**src/rtl/keccak_squeeze_buffer.sv**
```systemverilog
// keccak_squeeze_buffer
//   Captures the rate lanes of a freshly permuted 1600-bit Keccak state and
//   streams them out one KEC_N-bit lane per transfer over valid/ready. When the
//   digest needs more words than one rate block holds, it raises squeeze_req_o
//   and resumes streaming from the next permuted state.
//
// Ports
//   clk, rst        rising-edge clock, synchronous active-high reset
//   state_i         flattened state, lane i = x+5*y at [i*KEC_N +: KEC_N]
//   state_valid_i   state_i holds a freshly permuted state
//   state_ready_o   state_i is captured this cycle if state_valid_i
//   squeeze_req_o   asking the round core for one more permutation
//   abort_i         drop the current squeeze and return to idle
//   dout_o          output lane, Keccak lane order, unmodified
//   dout_valid_o    dout_o valid
//   dout_ready_i    consumer accepts dout_o
//   dout_last_o     dout_o is the final word of this squeeze
//   busy_o          a squeeze is in progress
//
// Every output is a flop loaded from the next-state decode, so the outputs
// follow the FSM state with no input-to-output combinational path, and they
// all read 0 in the cycle after a reset edge.
module keccak_squeeze_buffer #(
  parameter int KEC_N      = 64,
  parameter int RATE_LANES = 17,
  parameter int OUT_LANES  = 4
) (
  input  logic               clk,
  input  logic               rst,
  input  logic [25*KEC_N-1:0] state_i,
  input  logic               state_valid_i,
  output logic               state_ready_o,
  output logic               squeeze_req_o,
  input  logic               abort_i,
  output logic [KEC_N-1:0]   dout_o,
  output logic               dout_valid_o,
  input  logic               dout_ready_i,
  output logic               dout_last_o,
  output logic               busy_o
);

  localparam int LANE_W = (RATE_LANES > 1) ? $clog2(RATE_LANES) : 1;
  localparam int OUT_W  = (OUT_LANES > 1) ? $clog2(OUT_LANES + 1) : 1;
  localparam int RATE_W = RATE_LANES * KEC_N;
  localparam logic [LANE_W-1:0] LANE_LAST = LANE_W'(RATE_LANES - 1);
  localparam logic [OUT_W-1:0]  OUT_LAST  = OUT_W'(OUT_LANES - 1);

  typedef enum logic [1:0] {
    IDLE      = 2'd0,
    STREAM    = 2'd1,
    WAIT_PERM = 2'd2
  } fsm_t;

  fsm_t              state, state_nxt;
  logic [LANE_W-1:0] lane_cnt, lane_nxt;
  logic [OUT_W-1:0]  out_cnt, out_nxt;
  logic [RATE_W-1:0] cap, cap_nxt;

  logic              capture, xfer;
  logic              ready_nxt, req_nxt, busy_nxt, valid_nxt, last_nxt;
  logic [KEC_N-1:0]  dout_nxt;

  // Capacity lanes never leave the core; only the rate portion is kept.
  generate
    if (RATE_LANES < 25) begin : g_unused
      logic unused_capacity;
      assign unused_capacity = ^state_i[25*KEC_N-1:RATE_W];
    end
  endgenerate

  // Next-state, counter and capture-register update, plus output decode.
  always_comb begin
    state_nxt = state;
    lane_nxt  = lane_cnt;
    out_nxt   = out_cnt;
    cap_nxt   = cap;
    capture   = state_valid_i && state_ready_o;
    xfer      = dout_valid_o && dout_ready_i;

    if (abort_i) begin
      // Abort wins over capture and transfer; a coinciding transfer is
      // simply treated as consumed.
      state_nxt = IDLE;
      lane_nxt  = {LANE_W{1'b0}};
      out_nxt   = {OUT_W{1'b0}};
    end else begin
      case (state)
        IDLE: begin
          if (capture) begin
            cap_nxt   = state_i[RATE_W-1:0];
            lane_nxt  = {LANE_W{1'b0}};
            out_nxt   = {OUT_W{1'b0}};
            state_nxt = STREAM;
          end else begin
            state_nxt = IDLE;
          end
        end
        WAIT_PERM: begin
          // out_cnt keeps counting words across permutations.
          if (capture) begin
            cap_nxt   = state_i[RATE_W-1:0];
            lane_nxt  = {LANE_W{1'b0}};
            state_nxt = STREAM;
          end else begin
            state_nxt = WAIT_PERM;
          end
        end
        STREAM: begin
          // Digest completion is checked before rate exhaustion so that a
          // digest ending exactly on the last rate lane goes straight idle.
          if (xfer) begin
            if (out_cnt == OUT_LAST) begin
              state_nxt = IDLE;
            end else if (lane_cnt == LANE_LAST) begin
              state_nxt = WAIT_PERM;
              out_nxt   = out_cnt + OUT_W'(1);
            end else begin
              lane_nxt  = lane_cnt + LANE_W'(1);
              out_nxt   = out_cnt + OUT_W'(1);
            end
          end else begin
            state_nxt = STREAM;
          end
        end
        default: begin
          state_nxt = IDLE;
          lane_nxt  = {LANE_W{1'b0}};
          out_nxt   = {OUT_W{1'b0}};
        end
      endcase
    end

    ready_nxt = (state_nxt == IDLE) || (state_nxt == WAIT_PERM);
    req_nxt   = (state_nxt == WAIT_PERM);
    busy_nxt  = (state_nxt != IDLE);
    valid_nxt = (state_nxt == STREAM);

    dout_nxt = {KEC_N{1'b0}};
    if (valid_nxt) begin
      for (int i = 0; i < RATE_LANES; i++) begin
        if (lane_nxt == LANE_W'(i)) begin
          dout_nxt = cap_nxt[i*KEC_N +: KEC_N];
        end else begin
          dout_nxt = dout_nxt;
        end
      end
    end else begin
      dout_nxt = {KEC_N{1'b0}};
    end
    last_nxt = valid_nxt && (out_nxt == OUT_LAST);
  end

  // State, counters, capture register and registered outputs.
  always_ff @(posedge clk) begin
    if (rst) begin
      state         <= IDLE;
      lane_cnt      <= {LANE_W{1'b0}};
      out_cnt       <= {OUT_W{1'b0}};
      cap           <= {RATE_W{1'b0}};
      state_ready_o <= 1'b0;
      squeeze_req_o <= 1'b0;
      busy_o        <= 1'b0;
      dout_valid_o  <= 1'b0;
      dout_o        <= {KEC_N{1'b0}};
      dout_last_o   <= 1'b0;
    end else begin
      state         <= state_nxt;
      lane_cnt      <= lane_nxt;
      out_cnt       <= out_nxt;
      cap           <= cap_nxt;
      state_ready_o <= ready_nxt;
      squeeze_req_o <= req_nxt;
      busy_o        <= busy_nxt;
      dout_valid_o  <= valid_nxt;
      dout_o        <= dout_nxt;
      dout_last_o   <= last_nxt;
    end
  end

endmodule

```
**config.mk**
```make
export PLATFORM = sky130hd
export DESIGN_NAME = keccak_squeeze_buffer
export DESIGN_NICKNAME = d
export VERILOG_FILES = /design/src/rtl/keccak_squeeze_buffer.sv
export SDC_FILE = /design/constraint.sdc
export NUM_CORES = 2
export LEC_CHECK = 0
export CAP_MARGIN = 20
export CORE_AREA = 2 2 661 663
export DETAILED_ROUTE_END_ITERATION = 8
export DIE_AREA = 0 0 663 665
export PLACE_DENSITY = 0.38
export SLEW_MARGIN = 20
export SYNTH_ARGS = -nofsm -noshare
export SYNTH_HDL_FRONTEND = slang
export SYNTH_SLANG_ARGS = --single-unit
export TNS_END_PERCENT = 5
```
**constraint.sdc**
```tcl
create_clock -name clk -period 4.6 [get_ports clk]
set_clock_uncertainty 0.15 [all_clocks]
set_input_delay 0.92 -clock clk [delete_from_list [all_inputs] [get_ports clk]]
set_output_delay 0.92 -clock clk [all_outputs]
set_load 0.01 [all_outputs]
```
== After elaboration in Yosys (flattened, before gate mapping) ==
Cells that the tools add are included.

* Register bits after elaboration: 1167

* $add $sub $neg: 2
* Equality and inequality tests: 23
* Muxes and demuxes: 38
* Bitwise gates (word level): 1
* Reduce and logical (&&, ||, !) cells: 10

{| class="wikitable"
|+ Operator list
! operator !! count
|-
| 1088-bit two-way mux || 3
|-
| 64-bit two-way mux || 17
|-
| 5-bit by 4-bit == test with 1-bit output (second input constant) || 8
|-
| 5-bit two-way mux || 5
|-
| 5-bit by 3-bit == test with 1-bit output (second input constant) || 4
|-
| 3-bit two-way mux || 4
|-
| 5-bit by 2-bit == test with 1-bit output (second input constant) || 2
|-
| 5-bit == test (second input constant) || 2
|-
| 2-bit two-way mux || 5
|-
| 5-bit case mux with 2 select lines || 1
|-
| 3-bit case mux with 3 select lines || 1
|-
| 3-bit by 2-bit == test with 1-bit output (second input constant) || 2
|-
| 2-bit case mux with 3 select lines || 1
|-
| 5-bit by 1-bit adder with 5-bit output (second input constant) || 1
|-
| 5-bit by 1-bit == test with 1-bit output (second input constant) || 1
|-
| 5-bit logical NOT || 1
|-
| 2-bit by 1-bit == test with 1-bit output (second input constant) || 2
|-
| 2-bit == test (second input constant) || 2
|-
| 2-bit logical NOT || 2
|-
| 2-bit OR reduction || 2
|-
| 3-bit by 1-bit adder with 3-bit output (second input constant) || 1
|-
| 1-bit logical AND || 3
|-
| 2-bit nonzero test || 1
|-
| 1-bit logical OR || 1
|-
| 2 further kinds || 2
|}

== Depth between registers and ports, before layout ==
* Depth in word-level cells: 24
* Gate-level depth with buffers: 15
* Gate-level depth less buffers: 12

== Least setup slack after synthesis ==
OpenSTA, ideal clock, no wires.

* Path type: input port to flip-flop
* Start point: input abort_i
* End point: register dout_o[0]
* Setup time: 0.122 ns
* Arrival: 3.208 ns
* Setup slack: 1.119 ns
* Cell stages on the path: 12
* Path through: buf_2 -> nor2_1 -> and3_1 -> buf_2 -> buf_2 -> buf_2 -> buf_2 -> buf_1 -> mux2i_1 -> o22ai_1 -> nor3_1 -> a21oi_1

* Longest elaborated chain between the ends: 19
* Elaborated cells on any way between the ends: 40
* Those cells by class: eq/ne: 17; mux: 20; bitwise: 1; reduce/logical: 2

{| class="wikitable"
|+ RTL lines
! what !! RTL line !! RTL
|-
| start, declared || 34 || <nowiki>input logic abort_i,</nowiki>
|-
| 5-bit two-way mux || 80 || <nowiki>if (abort_i) begin</nowiki>
|-
| 5-bit logical NOT || 141 || <nowiki>if (lane_nxt == LANE_W'(i)) begin</nowiki>
|-
| 64-bit two-way mux (17 in a row) || 141 ||
|-
| end signal, assigned || 164 || <nowiki>dout_o <= {KEC_N{1'b0}};</nowiki>
|-
| end signal, assigned || 175 || <nowiki>dout_o <= dout_nxt;</nowiki>
|-
| end, declared || 35 || <nowiki>output logic [KEC_N-1:0] dout_o,</nowiki>
|}

Several ways; a longest one is shown, not always the timed one.
A chain may end at the register's enable or synchronous reset.

== Final worst setup path ==
* Start point: input dout_ready_i
* End point: register dout_o[23]

* Longest elaborated chain between the ends: 22
* Elaborated cells on any way between the ends: 44
* Those cells by class: eq/ne: 17; mux: 23; bitwise: 1; reduce/logical: 3

{| class="wikitable"
|+ RTL lines
! what !! RTL line !! RTL
|-
| start, declared || 37 || <nowiki>input logic dout_ready_i,</nowiki>
|-
| 1-bit logical AND * || 78 || <nowiki>xfer = dout_valid_o && dout_ready_i;</nowiki>
|-
| 5-bit two-way mux || 111 || <nowiki>if (xfer) begin</nowiki>
|-
| 5-bit case mux with 2 select lines || 87 || <nowiki>case (state)</nowiki>
|-
| 5-bit two-way mux || 80 ||
|-
| 5-bit logical NOT || 141 ||
|-
| 64-bit two-way mux (17 in a row) || 141 ||
|}

Mark *: on every way between the ends. The rest lies on a longest branch, timed or not.

==> results.ini <==
[run_status]
status = finished with violations
failed_checks = negative setup slack

[flow_run]
cap_viol_max_count = 0

[cells_and_area]
post_route_cells_drive_above_1_share_pct = 16.6
final_cells = 12900
fin_area_um2 = 80000
syn_to_final_growth_pct = 65.3
fin_nets = 8522
fillers = 48000
final_core_util_pct = 18.5

[sta]
hold_viol = 0
finalSetupTns_ns = -0.113
finalSetupViolations = 2
rsz0062_at_grt = true
slew-limit-headroom_pct = 19.7
holdWs_ns = 0.305
period_share_pct = 101
layout_min_cycle_time_ns = 4.66
drv_slew = 0
fmax_ghz = 0.215
setup_slack_ns = -0.0614
worst_pin_slew_ns = 1.20

[worst_setup_path]
cp_max_fo = 7
crit_top_cell = buf_4
worstPathBufferInverterCount = 7
path_cells = clkdlybuf4s50_1, nand2_1, or4_4, and3_1, buf_4, o211ai_2, nor2_4, buf_12, buf_4, buf_4, a2111oi_0, o211ai_1, buf_12, a41oi_1, buf_4, a221oi_1
worstPathRequired_ns = 5.15
worstSetupPathType = input port to flip-flop
critPathCaptureType = flip-flop
slowest_delay_ns = 0.60
start_kind = input port
crit_arrival_ns = 5.22
crit_slowest_cell = or4_4
critical-path-top-delay-family = buffers and inverters

[yosys]
synth_area_per_cell_um2 = 9.32
ys_top_cells_by_count = nor2_1, dfxtp_1, mux2i_1
yosysWarnings = 0
syn-cell-area_um2 = 48400
synthCells = 5194
synth_nets = 6802
yosysTopAreaCellShare_pct = 48.3
synthFlopType = dfxtp_1
ys_types = 89
synth-seq-cells = 1167
yosys.area.top_type = dfxtp_1
synthTopCellsByArea = dfxtp_1, mux2i_1, nor2_1
synthArstFlopShare_pct = 0
ys_seq_area_share_pct = 48.3
synth_edf_count = 0
synth.most_common_cell = nor2_1

[floorplan]
initial_core_util_pct = 11.2
die_y_um = 665
io_pins = 1674
die_area_um2 = 441000
rows = 242
coreArea_um2 = 433000
die_w_um = 663

[placement]
dp_hpwl_mm = 312
portBuffers = 1161
dp.cells = 12500
dp_slack_ns = -1.20
place_area_um2 = 74300
finalWeightedCongestion = 0.870

[cts]
cts_buffers = 157
htree_levels = 4
clkTransAtPathRegs_ns = 0.06
clock-sinks = 1167
cts_max_path_buffers = 4
clock_latency_ns = 0.84
tritoncts = yes
cts_root_buf = clkbuf_16

[power_and_ir_drop]
ir_drop_v = 0.000241
total_power_mw = 26.4
powerDensity_nw_per_um2 = 330
power.leakage_nw = 27.8

[global_routing]
grt_pass1_vias = 47700
grt_overflow_total = 0
grt_max_degree = 165
antenna_found_initial = 298
gr-usage-all-layers_pct = 16.1
grt_pass1_wl_mm = 473

[route]
num_vias = 48400
drc_errors = 0
drt_iter0_markers = 3471
dr.pass1.iters = 6
ant_nets = 0
wl_mm = 369
viasPerCell = 3.76
drt-wirelength-per-cell_um = 28.7

[min_path]
hp-class = flip-flop to flip-flop

-- path summary, 6_finish.rpt --
path	startpoint	to	slack [ns]	cells after the start
hold reg to reg	cap[37]$_SDFF_PP0_	cap[37]$_SDFF_PP0_	0.30	2
setup / recovery	dout_ready_i	dout_o[23]$_SDFF_PP0_	-0.06	16
setup reg to reg	lane_cnt[1]$_SDFF_PP0_	dout_o[23]$_SDFF_PP0_	0	16
hold / removal	cap[37]$_SDFF_PP0_	cap[37]$_SDFF_PP0_	0.30	2
-- state kept, by name, indices dropped and copies added (netlist names) --
| register | cells |
|---|---|
| dout_valid_o | 1 |
| dout_o | 64 |
| cap | 1088 |
| dout_last_o | 1 |
| state | 2 |
| busy_o | 1 |
| out_cnt | 3 |
| state_ready_o | 1 |
| lane_cnt | 5 |
| squeeze_req_o | 1 |
-- cell type report --
cell class	instances	area, um2	area share, %
sequential	1167	23400	29.2
timing repair buffer	1977	20100	25.1
clock inverter	59	830	1.04
multi-input combinational	3601	23900	29.9
antenna	84	210	0.263
tap	5734	7170	8.97
inverter	10	37.5	0.0469
clock buffer	223	4440	5.55
-- layout by cell type, fill, tap and decap left out, drive strengths merged, types with 30 or more instances in the layout --
cell type      instances
nor2                1200
dfxtp               1167
clkdlybuf4s50       1160
mux2i               1024
buf                  817
clkbuf               223
o22ai                213
nand2                207
a21oi                193
o21ai                153
diode                 84
nor3                  79
a22oi                 52
a221oi                49
o31a                  44
a22o                  39
nor4                  36
clkinv                33
o31ai                 30
-- per-layer routing --
layer / share of wire (%) / vias to the layer above / track usage (%)
met5: 0.27 / - / 0
met4: 2.4 / 164 / 3.96
met3: 7.5 / 619 / 4.64
met2: 45 / 2082 / 25.9
met1: 45 / 23600 / 20.9
li1: - / 21900 / -
-- kinds of logic after synthesis --
family / Yosys count / synth area share, %
muxes: 1025 / 21.2
xor gates and xnor gates: 1 / 0.0181
and+or+nand+nor: 1621 / 13.7
buffers and inverters: 426 / 3.63
adders and majority gates: 3 / 0.0776
AOI/OAI and AO/OA: 951 / 13.1
DFF: 1167 / 48.3
-- power by group --
group / internal, mW / total (mW) / switching, mW
combinational: 1.58 / 3.09 / 1.51
clock: 7.52 / 12.8 / 5.28
sequential: 10.4 / 10.5 / 0.0796
-- worst min-delay path, stage by stage (launching register included) --
cell,delay [ns]
dfxtp_1,0.31
nand2_1,0.05
a21oi_1,0.05
-- repair_timing --
action,4_1_cts,5_1_grt
gates cloned,0,0
pin swaps,3,8
hold endpoints to repair,0,0
setup buffers,0,5
hold buffers,0,0
endpoints found under the setup margin,13,19
resized for setup,15,17
No activity file was read; power rests on OpenSTA's default activity.
